$ cat src/rtl/uart_rx_frame.sv
// UART receiver: oversampled start/data/parity/stop recovery with configurable framing,
// presenting each frame through a valid/ack holding register with overrun detection.
module uart_rx_frame #(
    parameter int DATA_BITS  = 8,
    parameter int PARITY     = 2,
    parameter int STOP_BITS  = 1,
    parameter int OVERSAMPLE = 16
) (
    input  logic                 clk_50M,
    input  logic                 reset_n,
    input  logic                 tick,
    input  logic                 uart_rxd,
    input  logic                 rx_ack,
    output logic [DATA_BITS-1:0] rx_data,
    output logic                 rx_valid,
    output logic                 parity_err,
    output logic                 frame_err,
    output logic                 overrun_err,
    output logic                 busy
);

    localparam int CW = $clog2(OVERSAMPLE);
    localparam int BW = 4;
    localparam logic [CW-1:0] CNT_LAST  = CW'(OVERSAMPLE - 1);
    // START compares the pre-increment count, so the sample lands OVERSAMPLE/2-1 ticks after detect
    localparam logic [CW-1:0] CNT_START = CW'(OVERSAMPLE / 2 - 2);
    localparam logic [BW-1:0] BIT_DLAST = BW'(DATA_BITS - 1);
    localparam logic [BW-1:0] BIT_SLAST = BW'(STOP_BITS - 1);

    typedef enum logic [2:0] {
        S_IDLE,
        S_START,
        S_DATA,
        S_PARITY,
        S_STOP,
        S_BREAK
    } state_t;

    state_t               state_q, state_d;
    logic [CW-1:0]        cnt_q, cnt_d;
    logic [BW-1:0]        bit_q, bit_d;
    logic                 sync1_q, sync2_q;
    logic [DATA_BITS-1:0] shreg_q, shreg_d;
    logic                 perr_q, perr_d;
    logic                 ferr_q, ferr_d;
    logic [DATA_BITS-1:0] data_q, data_d;
    logic                 valid_q, valid_d;
    logic                 perr_out_q, perr_out_d;
    logic                 ferr_out_q, ferr_out_d;
    logic                 ovr_q, ovr_d;
    logic                 done;
    logic                 done_ferr;
    logic                 rxd_s;
    logic                 mid;

    assign rxd_s = sync2_q;
    assign mid   = (cnt_q == CNT_LAST);

    always_ff @(posedge clk_50M or negedge reset_n) begin
        if (!reset_n) begin
            state_q    <= S_IDLE;
            cnt_q      <= '0;
            bit_q      <= '0;
            sync1_q    <= 1'b1;
            sync2_q    <= 1'b1;
            perr_q     <= 1'b0;
            ferr_q     <= 1'b0;
            data_q     <= '0;
            valid_q    <= 1'b0;
            perr_out_q <= 1'b0;
            ferr_out_q <= 1'b0;
            ovr_q      <= 1'b0;
        end else begin
            state_q    <= state_d;
            cnt_q      <= cnt_d;
            bit_q      <= bit_d;
            sync1_q    <= uart_rxd;
            sync2_q    <= sync1_q;
            perr_q     <= perr_d;
            ferr_q     <= ferr_d;
            data_q     <= data_d;
            valid_q    <= valid_d;
            perr_out_q <= perr_out_d;
            ferr_out_q <= ferr_out_d;
            ovr_q      <= ovr_d;
        end
    end

    // Assembly shift register only feeds rx_data on completion, so it needs no reset
    always_ff @(posedge clk_50M) begin
        shreg_q <= shreg_d;
    end

    always_comb begin
        state_d   = state_q;
        cnt_d     = cnt_q;
        bit_d     = bit_q;
        shreg_d   = shreg_q;
        perr_d    = perr_q;
        ferr_d    = ferr_q;
        done      = 1'b0;
        done_ferr = ferr_q;

        case (state_q)
            S_IDLE: begin
                if (tick && !rxd_s) begin
                    state_d = S_START;
                    cnt_d   = '0;
                    perr_d  = 1'b0;
                    ferr_d  = 1'b0;
                end
            end
            S_START: begin
                if (tick) begin
                    if (cnt_q == CNT_START) begin
                        cnt_d   = '0;
                        bit_d   = '0;
                        state_d = rxd_s ? S_IDLE : S_DATA;
                    end else begin
                        cnt_d = cnt_q + CW'(1);
                    end
                end
            end
            S_DATA: begin
                if (tick) begin
                    if (mid) begin
                        cnt_d = '0;
                        for (int i = 0; i < DATA_BITS; i++) begin
                            if (bit_q == BW'(i)) shreg_d[i] = rxd_s;
                        end
                        if (bit_q == BIT_DLAST) begin
                            bit_d   = '0;
                            state_d = (PARITY != 0) ? S_PARITY : S_STOP;
                        end else begin
                            bit_d = bit_q + BW'(1);
                        end
                    end else begin
                        cnt_d = cnt_q + CW'(1);
                    end
                end
            end
            S_PARITY: begin
                if (tick) begin
                    if (mid) begin
                        cnt_d   = '0;
                        bit_d   = '0;
                        perr_d  = ((^shreg_q) ^ rxd_s) != (PARITY == 2);
                        state_d = S_STOP;
                    end else begin
                        cnt_d = cnt_q + CW'(1);
                    end
                end
            end
            S_STOP: begin
                if (tick) begin
                    if (mid) begin
                        cnt_d  = '0;
                        ferr_d = ferr_q | ~rxd_s;
                        if (bit_q == BIT_SLAST) begin
                            done      = 1'b1;
                            done_ferr = ferr_q | ~rxd_s;
                            bit_d     = '0;
                            state_d   = done_ferr ? S_BREAK : S_IDLE;
                        end else begin
                            bit_d = bit_q + BW'(1);
                        end
                    end else begin
                        cnt_d = cnt_q + CW'(1);
                    end
                end
            end
            S_BREAK: begin
                if (tick && rxd_s) state_d = S_IDLE;
            end
            default: state_d = S_IDLE;
        endcase
    end

    // Holding register: a completion coincident with rx_ack replaces the held frame
    always_comb begin
        data_d     = data_q;
        valid_d    = valid_q;
        perr_out_d = perr_out_q;
        ferr_out_d = ferr_out_q;
        ovr_d      = ovr_q;
        if (done) begin
            if (!valid_q || rx_ack) begin
                data_d     = shreg_q;
                perr_out_d = perr_q;
                ferr_out_d = done_ferr;
                valid_d    = 1'b1;
                ovr_d      = 1'b0;
            end else begin
                ovr_d = 1'b1;
            end
        end else if (rx_ack && valid_q) begin
            valid_d    = 1'b0;
            perr_out_d = 1'b0;
            ferr_out_d = 1'b0;
            ovr_d      = 1'b0;
        end
    end

    assign rx_data     = data_q;
    assign rx_valid    = valid_q;
    assign parity_err  = perr_out_q;
    assign frame_err   = ferr_out_q;
    assign overrun_err = ovr_q;
    assign busy        = (state_q != S_IDLE);

endmodule

$ cat config.mk
export PLATFORM = sky130hd
export DESIGN_NAME = uart_rx_frame
export DESIGN_NICKNAME = d
export VERILOG_FILES = /design/src/rtl/uart_rx_frame.sv
export SDC_FILE = /design/constraint.sdc
export NUM_CORES = 1
export LEC_CHECK = 0
export ABC_AREA = 1
export CAP_MARGIN = 20
export CORE_UTILIZATION = 35
export DETAILED_ROUTE_END_ITERATION = 12
export PLACE_DENSITY = 0.49
export SYNTH_ARGS = -nofsm -noshare
export SYNTH_HDL_FRONTEND = slang
export SYNTH_SLANG_ARGS = --single-unit
export TNS_END_PERCENT = 5
$ cat constraint.sdc
create_clock -name clk_50M -period 3.2 [get_ports clk_50M]
set_input_delay 0.96 -clock clk_50M [delete_from_list [all_inputs] [get_ports clk_50M]]
set_output_delay 0.96 -clock clk_50M [all_outputs]
set_load 0.005 [all_outputs]
### Yosys cells after proc, flatten, opt, wreduce, memory -nomap -nowiden

Index checks and enable logic that the tools add are counted.

| operators by class | value |
|---|---|
| add/subtract/negate cells | 2 |
| equality and inequality tests | 28 |
| mux-type cells | 56 |
| bitwise logic cells | 4 |
| reduce and logical (&&, ||, !) cells | 31 |

Operator list:

| operator | number |
|---|---|
| 4-bit two-way mux | 15 |
| 4-bit AND reduction | 11 |
| 3-bit two-way mux | 13 |
| 2-bit inequality test, second input constant | 12 |
| 1-bit two-way mux | 22 |
| 4-bit by 3-bit equality test with 1-bit output, second input constant | 5 |
| 3-bit case mux with 6 select lines | 1 |
| 4-bit case mux with 4 select lines | 1 |
| 4-bit case mux with 3 select lines | 1 |
| 12-bit AND reduction | 1 |
| 9-bit AND reduction | 1 |
| 4-bit by 1-bit adder with 4-bit output, second input constant | 2 |
| 4-bit by 2-bit equality test with 1-bit output, second input constant | 2 |
| 8-bit XOR reduction | 1 |
| 3-bit by 2-bit equality test with 1-bit output, second input constant | 2 |
| 3-bit equality test, second input constant | 2 |
| 2-bit nonzero test | 3 |
| 3-bit nonzero test | 2 |
| 4-bit by 1-bit equality test with 1-bit output, second input constant | 1 |
| 4-bit equality test, second input constant | 1 |
| 4-bit zero test | 1 |
| 2-bit by 1-bit inequality test with 1-bit output, second input constant | 2 |
| 1-bit case mux with 2 select lines | 2 |
| 2-bit AND reduction | 2 |
| 11 further kinds | 15 |

| storage, ports and cells | value |
|---|---|
| register bits | 35 |
| input bits | 5 |
| output and inout port bits | 13 |

### Longest topological paths before layout

Gate-level depths: netlist (run 1).

| logic depth | value |
|---|---|
| depth after elaboration | 8 |
| gate-level depth with buffers | 10 |

### Least setup slack after synthesis (run 1)

No wires, ideal clock.

| timing path | value |
|---|---|
| path kind | register -> output |
| start point | reg state_q[1] |
| end point | out busy |
| arrival | 0.798 ns |
| required time | 2.240 ns |
| slack | 1.442 ns |
| stages on the path, launching flop included | 5 |
| path buffers | 0 |
| cell sequence | dfrtp_1 inv_2 nand2_2 nor2_2 inv_1 |

| on the way | value |
|---|---|
| word-level cells in the longest chain between the ends | 1 |

Ends and longest elaborated chain:

| item | RTL line | RTL |
|---|---|---|
| start, declared | 39 | `state_t state_q, state_d;` |
| start signal, assigned | 74 | `state_q <= state_d;` |
| 3-bit nonzero test | 209 | `assign busy = (state_q != S_IDLE);` |
| end, declared | 19 | `output logic busy` |

Every way passes these cells.

### Worst setup path in the final report (run 1)

| timing path | value |
|---|---|
| start point | reg state_q[0] |
| end point | out busy |

The elaborated chain is that of the path after synthesis.

==> results.yml, run 1 <==
run_status:
  outcome: "finished clean"
power_and_ir_drop:
  p_sw_w: 0.000539
  pwr-share-seq_pct: 40.8
  irDropWorstVdd_v: 0.000304
  power_density_nw_per_um2: 589
  p_sw_share_pct: 39.8
  p_leak_nw: 1.08
  pwr-share-clk_pct: 23.5
  combPwrFrac_pct: 35.7
  p_int_w: 0.000816
cells_and_area:
  post-route-util_pct: 43.9
  drive_gt1_share_pct: 13.1
  n_antenna_cell: 0
  fin_nets: 284
  syn_to_final_growth_pct: 17.4
yosys:
  muxShareOfSynthArea_pct: 0
  yosys_warnings: 0
  syn_inst: 250
  seq_area_frac_synth_pct: 46.8
  synth-seq-cells: 35
  synthSimpleGateAreaFrac_pct: 31.4
  syn_area_um2: 1960
  synth_compound_area_share_pct: 9.00
  synthXorXnorAreaFrac_pct: 0.893
  synth_fa_ha_area_share_pct: 3.83
  synth_top_family_by_area: "simple AND/OR/NAND/NOR gates"
  synth_nets: 261
  avgSynthCellArea_um2: 7.84
  synth_cell_type_count: 30
floorplan:
  die_w_um: 76.8
  die_area_um2: 5910
  pin_count: 18
  die_h_um: 76.8
  rows: 26
  start_util_pct: 37.4
  fp.coreArea_um2: 5240
job:
  cap_violations: 0
sta:
  tightest_slew_ns: 0.355
  timing.fmax_mhz: 390
  hold_viol: 0
  period_share_pct: 80.1
  rsz0062_at_grt: "false"
  max_slew_margin_pct: 76.3
  period_minus_slack_ns: 2.56
  setup_tns_ns: 0
  setup_viol: 0
  hold_ws_ns: 0.362
  slew_violations: 0
  clock-skew-final_ns: 0.00594
worst_setup_path:
  crit_type: "flip-flop to output port"
  cp_max_fo: 7
  cp.arrival_ns: 1.60
  critPathCaptureType: "output port"
  critPathLaunchType: "flip-flop"
  worst_ep_required_time_ns: 2.24
placed_design:
  place_congestion: 0.741
  portBuffers: 17
  dp_hpwl_um: 2750
clock_tree:
  cts_htree_levels: 2
  post-cts-setup-buffer-count: 0
  clock-sinks: 35
  clock_latency_ns: 0.29
  cts.path.max_buffers: 2
  cts_hold_buf: 0
  clk_pin_slew_ns: 0.07
  cts_tree: "built"
  cts_buffers: 5
  clk_root_buffer_cell: "clkbuf_8"
  cts_resized: 0
detailed_routing:
  wire_per_inst_um: 10.7
  vias: 1540
  drcViolationCount: 0
  routed_wirelength_um: 3680
  via_per_inst: 4.48
  ant_nets: 0
  drtIter0Drc: 90
  first_pass_iters: 4
global_route:
  grt_start_max_net_pins: 28
  grt_pass1_vias: 1499
  antenna_found_initial: 0
  track_usage_pct: 14.4
  gr-total-overflow: 0
  grt_pass1_wl_um: 6680
worst_hold_path:
  worstHoldPathType: "flip-flop to flip-flop"
## final cells by class
cell class / count / area [um2]
clock buffer: 6 / 72.6
clock inverter: 2 / 12.5
fill: 546 / 2940
inverter: 37 / 140
multi-input combinational: 175 / 885
sequential: 35 / 918
tap: 70 / 87.6
timing repair buffer: 19 / 185
## Yosys cell counts, drive strengths merged
cell type / n / share of area [%]
a21oi: 2 / 1.1
a22oi: 1 / 0.38
buf: 3 / 0.89
clkinv: 1 / 0.26
dfrtp: 25 / 32
dfstp: 2 / 2.7
edfxtp: 8 / 12
ha: 6 / 3.8
inv: 36 / 6.9
nand2: 89 / 18
nand3: 22 / 6.1
nand3b: 2 / 0.77
nand4: 3 / 0.96
nor2: 16 / 3.8
nor3: 5 / 1.3
nor3b: 1 / 0.38
o211ai: 1 / 0.38
o21ai: 23 / 6.4
o21bai: 1 / 0.38
o22ai: 1 / 0.32
xor2: 2 / 0.89
## placed cells by master, fill, tap and decap left out, types with 3 or more instances in the layout
cell type        Yosys  layout
dfrtp_1             25      25
inv_1               30      30
o21ai_2              3       3
nor2_2               3       3
nand3_1             20      20
nor2_1              12      12
o21ai_0             10      10
nor3_1               5       5
ha_1                 6       6
clkbuf_8             0       5
nand2_1             81      81
nand4_1              3       3
edfxtp_1             8       8
nand2_2              8       8
o21ai_1             10      10
clkdlybuf4s50_1      0      17
inv_2                6       6
## critical path: stages, from the launching register on
cell and delay, ns:
dfrtp_1 0.45, inv_2 0.10, nand2_2 0.07, nor2_2 0.20, inv_1 0.06, clkdlybuf4s50_1 0.44
## metrics by stage
stage	instance area [um2]	worst slack [ns]	std cells	power, W
6_report	2300	0.637	344	0.00135
5_1_grt	2300	0.505	344	0.00147
4_1_cts	2300	0.611	344	0.00138
3_5_place_dp	2220	0.767	336	0.00105
3_3_place_gp	2220	0.789	336	0.00106
2_1_floorplan	1960	1.44	250	0.000939
## power groups by stage
stage	sequential, W	clock [W]	combinational [W]
2_1_floorplan	0.000542	0	0.000396
3_3_place_gp	0.000563	0	0.000497
3_5_place_dp	0.000562	0	0.000491
4_1_cts	0.000553	0.000331	0.000494
5_1_grt	0.000560	0.000351	0.000564
6_report	0.000552	0.000319	0.000484
## path summary, 6_finish.rpt
check	from	endpoint	slack [ns]	cells after the start
max reg2reg	cnt_q[1]$_DFFE_PN0P_	shreg_q[3]$_DFFE_PP_	1.50	7
min in group asynchronous	reset_n	rx_data[5]$_DFFE_PN0P_	1.05	2
min	sync1_q$_DFF_PN1_	rxd_s$_DFF_PN1_	0.36	0
max in group asynchronous	reset_n	rxd_s$_DFF_PN1_	1.84	2
min reg2reg	sync1_q$_DFF_PN1_	rxd_s$_DFF_PN1_	0.36	0
max	state_q[0]$_DFFE_PN0P_	busy	0.64	5
## sequential cells by signal (all words and copies together) (netlist names)
register     flops
rxd_s            1
sync1_q          1
cnt_q            4
parity_err       1
state_q          3
overrun_err      1
rx_data          8
frame_err        1
perr_q           1
rx_valid         1
bit_q            4
ferr_q           1
shreg_q          8
## logic make-up after synthesis
kind of cell,after synthesis
buffers and inverters,40
DFF,35
xor gates and xnor gates,2
AOI/OAI and AO/OA,29
adders and majority gates,6
and+or+nand+nor,138
## metal layers
| metal | track usage, % | up-vias | routed length, um |
|---|---|---|---|
| li1 | - | 837 | - |
| met5 | 0 | - | 0 |
| met3 | 3.21 | 8 | 106 |
| met2 | 23.2 | 21 | 1620 |
| met4 | 6.35 | 0 | 63 |
| met1 | 18.3 | 674 | 1890 |
No activity file was read; power rests on OpenSTA's default activity.
==> run 2: changes to the inputs <==
Clock period 3.2 ns to 2.65 ns, I/O delays scaled along.
==> run 2 against run 1 <==
Register-to-register slack worse by 0.55 ns. Sequential power is 21% higher. Largest cell class unchanged. Global-route usage is essentially flat. Hold slack barely moved. First-iteration DRC count down 11%. Largest power group unchanged. Utilization up 0.81 points. Via count increased by 0.71%. Worst setup slack lost 0.39 ns.
==> results.yml, run 2 (synthesis gave the netlist of run 1 again) <==
sta:
  period_share_pct: 90.6
  max_slew_margin_pct: 76.3
  clock-skew-final_ns: 0.00294
  setup_tns_ns: 0
  period_minus_slack_ns: 2.40
  hold_ws_ns: 0.362
  tightest_slew_ns: 0.356
  rsz0062_at_grt: "false"
  timing.fmax_mhz: 416
  finalWorstSetupSlack_ns: 0.248
  hold_viol: 0
  setup_viol: 0
  slew_violations: 0
power_and_ir_drop:
  pwr-share-seq_pct: 37.3
  pwr-share-clk_pct: 29.9
  power_density_nw_per_um2: 764
  p_leak_nw: 1.11
  combPwrFrac_pct: 32.8
  irDropWorstVdd_v: 0.000448
  p_int_w: 0.00114
  p_sw_w: 0.000650
  p_sw_share_pct: 36.3
cells_and_area:
  n_antenna_cell: 0
  fillers: 534
  fin_nets: 284
  layout_common_cells: "81 x nand2_1, 30 x inv_1, 25 x dfrtp_1"
  drive_gt1_share_pct: 13.1
  post-route-util_pct: 44.7
  syn_to_final_growth_pct: 19.5
  layout_commonest_cell: "nand2_1"
  fin_cells: 344
global_route:
  grt_pass1_vias: 1512
  grt_pass1_wl_um: 6720
  antenna_found_initial: 0
  grt_start_max_net_pins: 28
  track_usage_pct: 14.4
  gr-total-overflow: 0
worst_setup_path:
  worst_ep_required_time_ns: 1.86
  critPathCaptureType: "output port"
  cp_max_fo: 7
  timing.rr.end: "shreg_q[3]$_DFFE_PP_"
  cp.arrival_ns: 1.61
  r2r_slack_ns: 0.95
  crit_type: "flip-flop to output port"
  crit_chain: "inv_2 -> nand2_2 -> nor2_2 -> inv_1 -> clkdlybuf4s50_1"
  critPathLaunchType: "flip-flop"
  critPathMaxStageDelay_ns: 0.46
  r2r-start: "cnt_q[1]$_DFFE_PN0P_"
  reg2regPathDepth: 7
  worst_path_max_delay_cell: "dfrtp_1"
placed_design:
  portBuffers: 17
  place_congestion: 0.742
  pre_cts_ws_ns: 0.381
  dp_hpwl_um: 2740
  dp.cells: 336
floorplan:
  fp.coreArea_um2: 5240
  pin_count: 18
  rows: 26
  die_h_um: 76.8
  start_util_pct: 37.4
  die_w_um: 76.8
  die_area_um2: 5910
clock_tree:
  cts_tree: "built"
  cts_resized: 0
  cts_buffers: 5
  cts_hold_buf: 0
  post-cts-setup-buffer-count: 0
  clock_latency_ns: 0.28
  clk_pin_slew_ns: 0.07
  clock-sinks: 35
  cts_htree_levels: 2
  cts.path.max_buffers: 2
  clk_root_buffer_cell: "clkbuf_8"
run_status:
  outcome: "finished clean"
worst_hold_path:
  hold_path_end: "rxd_s$_DFF_PN1_"
  whs_path_depth: 0
  min-delay-start: "sync1_q$_DFF_PN1_"
  worstHoldPathType: "flip-flop to flip-flop"
detailed_routing:
  drcViolationCount: 0
  wire_per_inst_um: 10.7
  routed_wirelength_um: 3680
  vias: 1551
  via_per_inst: 4.51
  ant_nets: 0
  drtIter0Drc: 80
  first_pass_iters: 4
job:
  cap_violations: 0
## run 2: changes by cell type in the layout (fill, tap and decap cells not counted), sizes merged
| cell | previous run | this run |
|---|---|---|
| bufinv | 0 | 1 |
| clkbuf | 6 | 7 |
| clkinv | 2 | 1 |
| clkinvlp | 1 | 0 |
## run 2: power by group through the flow
| stage | clock network, W | registers, W | logic (W) |
|---|---|---|---|
| floorplan | 0 | 0.000655 | 0.000479 |
| global placement | 0 | 0.000680 | 0.000600 |
| detailed placement | 0 | 0.000678 | 0.000592 |
| CTS | 0.000552 | 0.000667 | 0.000596 |
| global route | 0.000580 | 0.000676 | 0.000683 |
| finish | 0.000536 | 0.000667 | 0.000587 |
## run 2: per-stage QoR
| stage | total power (W) | cell area (um2) |
|---|---|---|
| floorplan | 0.00113 | 1960 |
| global placement | 0.00128 | 2220 |
| detailed placement | 0.00127 | 2220 |
| CTS | 0.00182 | 2340 |
| global route | 0.00194 | 2340 |
| finish | 0.00179 | 2340 |
## run 2: area by class of cell
cell class / count / area (um2) / area share, %
sequential: 35 / 918 / 39.2
multi-input combinational: 175 / 885 / 37.7
timing repair buffer: 19 / 185 / 7.90
inverter: 37 / 140 / 5.98
clock buffer: 7 / 97.6 / 4.16
tap: 70 / 87.6 / 3.74
clock inverter: 1 / 30.0 / 1.28
## run 2: critical path: cells and delay by family (launching register included)
kind / cells / cell delay [ns]
buf+inv: 3 / 0.60
flops: 1 / 0.46
simple gates: 2 / 0.27
## run 2: routing by layer
layer  track usage, %  vias to the layer above  routed length [um]
met5                0                        -                   0
met4             5.19                        0                  51
met3             3.21                        7                 112
met2             23.3                       20                1620
met1             18.6                      688                1890
li1                 -                      836                   -
## run 2: how the worst max path moves through the flow
stage / end / from / depth (start not counted)
floorplan: busy / state_q[1]$_DFFE_PN0P_ / 4
global placement: shreg_q[3]$_DFFE_PP_ / tick / 5
detailed placement: shreg_q[3]$_DFFE_PP_ / tick / 5
CTS: busy / state_q[0]$_DFFE_PN0P_ / 5
global route: busy / state_q[0]$_DFFE_PN0P_ / 5
finish: busy / state_q[0]$_DFFE_PN0P_ / 5
==> run 3: changes to the inputs <==
Settings changed: CTS_CLUSTER_SIZE set to 40, SKIP_CTS_REPAIR_TIMING set to 1.
==> results of run 3 <==
No change in the layout: final DEF, timing and power equal those of run 2.
==> patch 1 (flow settings as in run 1) <==
`data_q` no longer has a reset.
--- a/src/rtl/uart_rx_frame.sv
+++ b/src/rtl/uart_rx_frame.sv
@@ -67,3 +67,2 @@
             ferr_q     <= 1'b0;
-            data_q     <= '0;
             valid_q    <= 1'b0;
@@ -80,3 +79,2 @@
             ferr_q     <= ferr_d;
-            data_q     <= data_d;
             valid_q    <= valid_d;
@@ -86,2 +84,6 @@
         end
+    end
+
+    always_ff @(posedge clk_50M) begin
+        data_q <= data_d;
     end
Check against the original RTL: same outputs for any inputs over 10 cycles, from zero or initial values and one cycle with reset_n low; that may be too few to reach the edited logic, so the function may still have changed.
==> patch 1 against run 1 <==
Sequential cell count did not move; routed wire length rose by 11%; synthesized area rose by 5.0%; global-route usage rose by 0.72 points; via count rose by 8.2%; clock power rose by 23%; setup slack improved by 0.048 ns; non-clock buffer count did not move; largest power group is now combinational cells; total power rose by 22%; count of clock-buffer cells in the layout fell by 1; cell area rose by 5.9%; die area rose by 4.9%.
==> patch 1: results (changes against run 1) <==
{
  "grt_usage": {"value": 15.1, "unit": "%", "change": "+0.72 points"},
  "max-vdd-ir-drop": {"value": 377, "unit": "uV", "change": "+24%"},
  "power.static_leakage": {"value": 1.18, "unit": "nW", "change": "+8.7%"},
  "post_route_cells_drive_above_1_share": {"value": 12.5, "unit": "%", "change": "-0.60 points"},
  "timing.final.crit_share": {"value": 78.6, "unit": "%", "change": "-1.5 points"},
  "nets": {"value": 297, "change": "+4.6%"},
  "num-fill-cells": {"value": 593, "change": "+8.6%"},
  "first_iter_violations": {"value": 80, "change": "-11%"},
  "worst_r2r_startpoint": "state_q[0]$_DFFE_PN0P_",
  "post_synth_net_total": {"value": 272, "change": "+4.2%"},
  "timing.reg2reg.worst_path_depth": {"value": 9, "change": "+2"},
  "multiInputGateArea": {"value": 951, "unit": "um^2", "change": "+7.5%"},
  "grt_pass1_wl": {"value": 7190, "unit": "um", "change": "+7.6%"},
  "netlist-cell-type-count": {"value": 29, "change": "-3.3%"},
  "avgRoutedWirePerCell": {"value": 11.4, "unit": "um", "change": "+6.8%"},
  "grt_start_max_net_pins": {"value": 20, "change": "-29%"},
  "hpwl": {"value": 3170, "unit": "um", "change": "+15%"},
  "finalWeightedCongestion": {"value": 0.766, "change": "+3.3%"},
  "ys_top_cells_by_area": "edfxtp_1 23%, dfrtp_1 21%, nand2_1 18%",
  "proportion_of_register_bits_with_asynchronous_set_or_reset_after_synthesis": {"value": 54.3, "unit": "%", "change": "-23 points"},
  "yosys-top-cells-count": "98 x nand2_1, 34 x inv_1, 21 x nand3_1, 17 x dfrtp_1, 16 x edfxtp_1",
  "outcome": "complete, no violations",
  "synth_edf_count": {"value": 16, "change": "+8"},
  "number_of_global_route_vias_before_repair": {"value": 1629, "change": "+8.7%"},
  "cp_max_fo": {"value": 5, "change": "-2"},
  "slew-limit-headroom": {"value": 67.1, "unit": "%", "change": "-9.3 points"},
  "clock_skews": {"value": 0.00677, "unit": "ns", "change": "+0.000830 ns"}
}
==> patch 1: per-stage QoR <==
step           cell area, um^2  setup slack [ns]  util [%]  std cells
2_1_floorplan             2060             0.887         -        261
3_3_place_gp              2330             0.697      41.8        351
3_5_place_dp              2330             0.579      41.8        351
4_1_cts                   2440             0.674      43.7        359
5_1_grt                   2440             0.575      43.7        359
6_report                  2440             0.684      43.7        359
==> patch 1: worst max-delay path by stage <==
stage          depth (start not counted)                    from  slack, ns              endpoint
2_1_floorplan                          2                  rx_ack       0.89  rx_data[0]$_DFFE_PP_
3_3_place_gp                           5                    tick       0.70  shreg_q[6]$_DFFE_PP_
3_5_place_dp                           5                    tick       0.58  shreg_q[0]$_DFFE_PP_
4_1_cts                                5  state_q[1]$_DFFE_PN0P_       0.67                  busy
5_1_grt                                5  state_q[1]$_DFFE_PN0P_       0.57                  busy
6_report                               5  state_q[1]$_DFFE_PN0P_       0.68                  busy
==> patch 1: worst max-delay path: stages (launching register included) <==
cell             delay (ns)
dfrtp_1                0.43
inv_1                  0.13
nand2_1                0.06
nor2_1                 0.12
inv_1                  0.09
clkdlybuf4s50_1        0.45
==> patch 1: kinds of logic (layout without fill, tap and decap cells) <==
logic type               Yosys count  count (layout)  synth area share, %
AO/OA/AOI/OAI                     14              14                 3.77
buffers and inverters             39              65                 7.29
adder cells (fa/ha/maj)            6               6                 3.65
flip-flops                        35              35                 46.5
AND/OR/NAND/NOR                  165             165                 37.9
XOR/XNOR                           2               2                0.851
==> patch 1: layout make-up <==
class,count,share of cell area [%]
tap,72,3.70
sequential,35,39.3
inverter,38,5.95
clock inverter,3,1.59
multi-input combinational,187,39.0
clock buffer,5,2.82
timing repair buffer,19,7.60
==> patch 1: power by group <==
group	switching (mW)	internal (mW)
clock network	0.165	0.228
registers	0.0545	0.510
logic	0.447	0.244
==> patch 1: routing by layer <==
layer	global-route usage, %	wire [um]	vias up
met5	0	0	-
met4	6.11	51	0
met3	3.45	142	6
met2	26.9	1930	29
met1	17.4	1980	756
li1	-	-	875
==> patch 2 (flow settings as in run 1) <==
Without the edit above. `DATA_BITS`: 8 -> 10.
--- a/src/rtl/uart_rx_frame.sv
+++ b/src/rtl/uart_rx_frame.sv
@@ -3,3 +3,3 @@
 module uart_rx_frame #(
-    parameter int DATA_BITS  = 8,
+    parameter int DATA_BITS  = 10,
     parameter int PARITY     = 2,
Ports: changed (resized rx_data); port bits go from 18 to 20. No check against the original RTL was run, so the function may have changed too.
==> patch 2 against run 1 <==
Combinational power up 18%; maximum frequency rose by 4.5%; cell area rose by 8.9%; largest power group unchanged; synthesized cell count is 4.4% higher; sequential cell count grew 4; routed wire length is 11% higher; sequential share of layout area up 1.1 points; synthesized area up 9.4%; via count increased by 9.4%; core utilization shrank 1.6 points; total power is 11% higher; setup slack better by 0.11 ns.
==> patch 2: results (changes against run 1) <==
{
  "outcome": "complete, no violations",
  "netlist-cell-type-count": {"value": 27, "change": "-10%"},
  "post_route_cells_drive_above_1_share": {"value": 11.8, "unit": "%", "change": "-1.3 points"},
  "critical_path_arrival": {"value": 1.49, "unit": "ns", "change": "-0.11 ns"},
  "dpl-instance-area": {"value": 0.00242, "unit": "mm^2", "change": "+9.4%"},
  "number_of_global_route_vias_before_repair": {"value": 1542, "change": "+2.9%"},
  "tightestPinTransition": {"value": 0.423, "unit": "ns", "change": "+0.0678 ns"},
  "proportion_of_register_bits_with_asynchronous_set_or_reset_after_synthesis": {"value": 74.4, "unit": "%", "change": "-2.8 points"},
  "avgRoutedWirePerCell": {"value": 11.2, "unit": "um", "change": "+5.0%"},
  "grt_met2_use": {"value": 22.7, "unit": "%", "change": "-0.48 points"},
  "grt_usage": {"value": 14.9, "unit": "%", "change": "+0.50 points"},
  "grt_pass1_wl": {"value": 7250, "unit": "um", "change": "+8.6%"},
  "nets": {"value": 298, "change": "+4.9%"},
  "cp_max_fo": {"value": 6, "change": "-1"},
  "yosysSeqAreaShare": {"value": 48.0, "unit": "%", "change": "+1.1 points"},
  "yosys-top-cells-count": "81 x nand2_1, 32 x inv_1, 27 x dfrtp_1, 26 x nand3_1, 15 x o21ai_0",
  "synth_edf_count": {"value": 10, "change": "+2"},
  "clk_root_buffer_cell": "clkbuf_8",
  "max-vdd-ir-drop": {"value": 343, "unit": "uV", "change": "+13%"},
  "post_synth_net_total": {"value": 272, "change": "+4.2%"},
  "clock_skews": {"value": 0.00514, "unit": "ns", "change": "-0.000798 ns"},
  "first_iter_violations": {"value": 78, "change": "-13%"},
  "detail_route.vias_per_cell": {"value": 4.64, "change": "+3.6%"},
  "ys_top_cells_by_area": "dfrtp_1 32%, nand2_1 14%, edfxtp_1 14%",
  "hpwl": {"value": 3070, "unit": "um", "change": "+12%"},
  "post_cts_resize_count": {"value": 0, "change": "unchanged"},
  "met3_usage": {"value": 3.75, "unit": "%", "change": "+0.54 points"},
  "port_buffer_count": {"value": 19, "change": "+2"},
  "finalWeightedCongestion": {"value": 0.817, "change": "+10%"},
  "power.static_leakage": {"value": 1.16, "unit": "nW", "change": "+6.8%"}
}
## patch 2: cells by family (layout without fill, tap and decap cells)
group,Yosys count,in the layout,share of synthesized area [%]
adders and majority gates,6,6,3.50
buffers and inverters,37,64,6.83
and+or+nand+nor,142,142,29.8
xor gates and xnor gates,6,6,2.45
AOI/OAI and AO/OA,31,31,9.45
DFF,39,39,48.0
## patch 2: critical path, cell delays in order (launching register included)
cell	delay (ns)
dfrtp_1	0.46
inv_2	0.11
nand2_2	0.13
clkdlybuf4s50_1	0.51
## patch 2: cell type report
cell class / count / share of cell area, %
sequential: 39 / 41.0
clock buffer: 7 / 3.05
clock inverter: 1 / 0.200
tap: 75 / 3.74
multi-input combinational: 185 / 38.7
inverter: 36 / 5.39
timing repair buffer: 20 / 7.89
## patch 2: metal layers
| metal | wire length [um] | up-vias | share of wire [%] |
|---|---|---|---|
| met5 | 0 | - | 0 |
| met4 | 61 | 0 | 1.5 |
| met3 | 149 | 6 | 3.7 |
| met2 | 1770 | 28 | 43 |
| met1 | 2100 | 754 | 51 |
| li1 | - | 896 | - |
## patch 2: final timing paths
| path | start | cells past startpoint | slack, ns | endpoint |
|---|---|---|---|---|
| min in group asynchronous | reset_n | 2 | 1.06 | parity_err$_DFFE_PN0P_ |
| max in group asynchronous | reset_n | 2 | 1.82 | rxd_s$_DFF_PN1_ |
| setup reg to reg | bit_q[0]$_DFFE_PN0P_ | 7 | 1.29 | rx_data[4]$_DFFE_PN0P_ |
| hold reg to reg | sync1_q$_DFF_PN1_ | 0 | 0.36 | rxd_s$_DFF_PN1_ |
| setup / recovery | state_q[2]$_DFFE_PN0P_ | 3 | 0.75 | busy |
| hold / removal | sync1_q$_DFF_PN1_ | 0 | 0.36 | rxd_s$_DFF_PN1_ |
## patch 2: where the power goes
part	internal [mW]	switching, mW	leakage [nW]
logic	0.196	0.376	0.632
clock network	0.153	0.173	0.0422
registers	0.555	0.0553	0.484
## patch 2: per-stage QoR
step	power (mW)	cells	setup slack, ns
floorplan	1.04	261	1.42
global placement	1.20	355	0.510
detailed placement	1.19	355	0.456
CTS	1.53	363	0.742
global route	1.64	363	0.589
finish	1.51	363	0.748
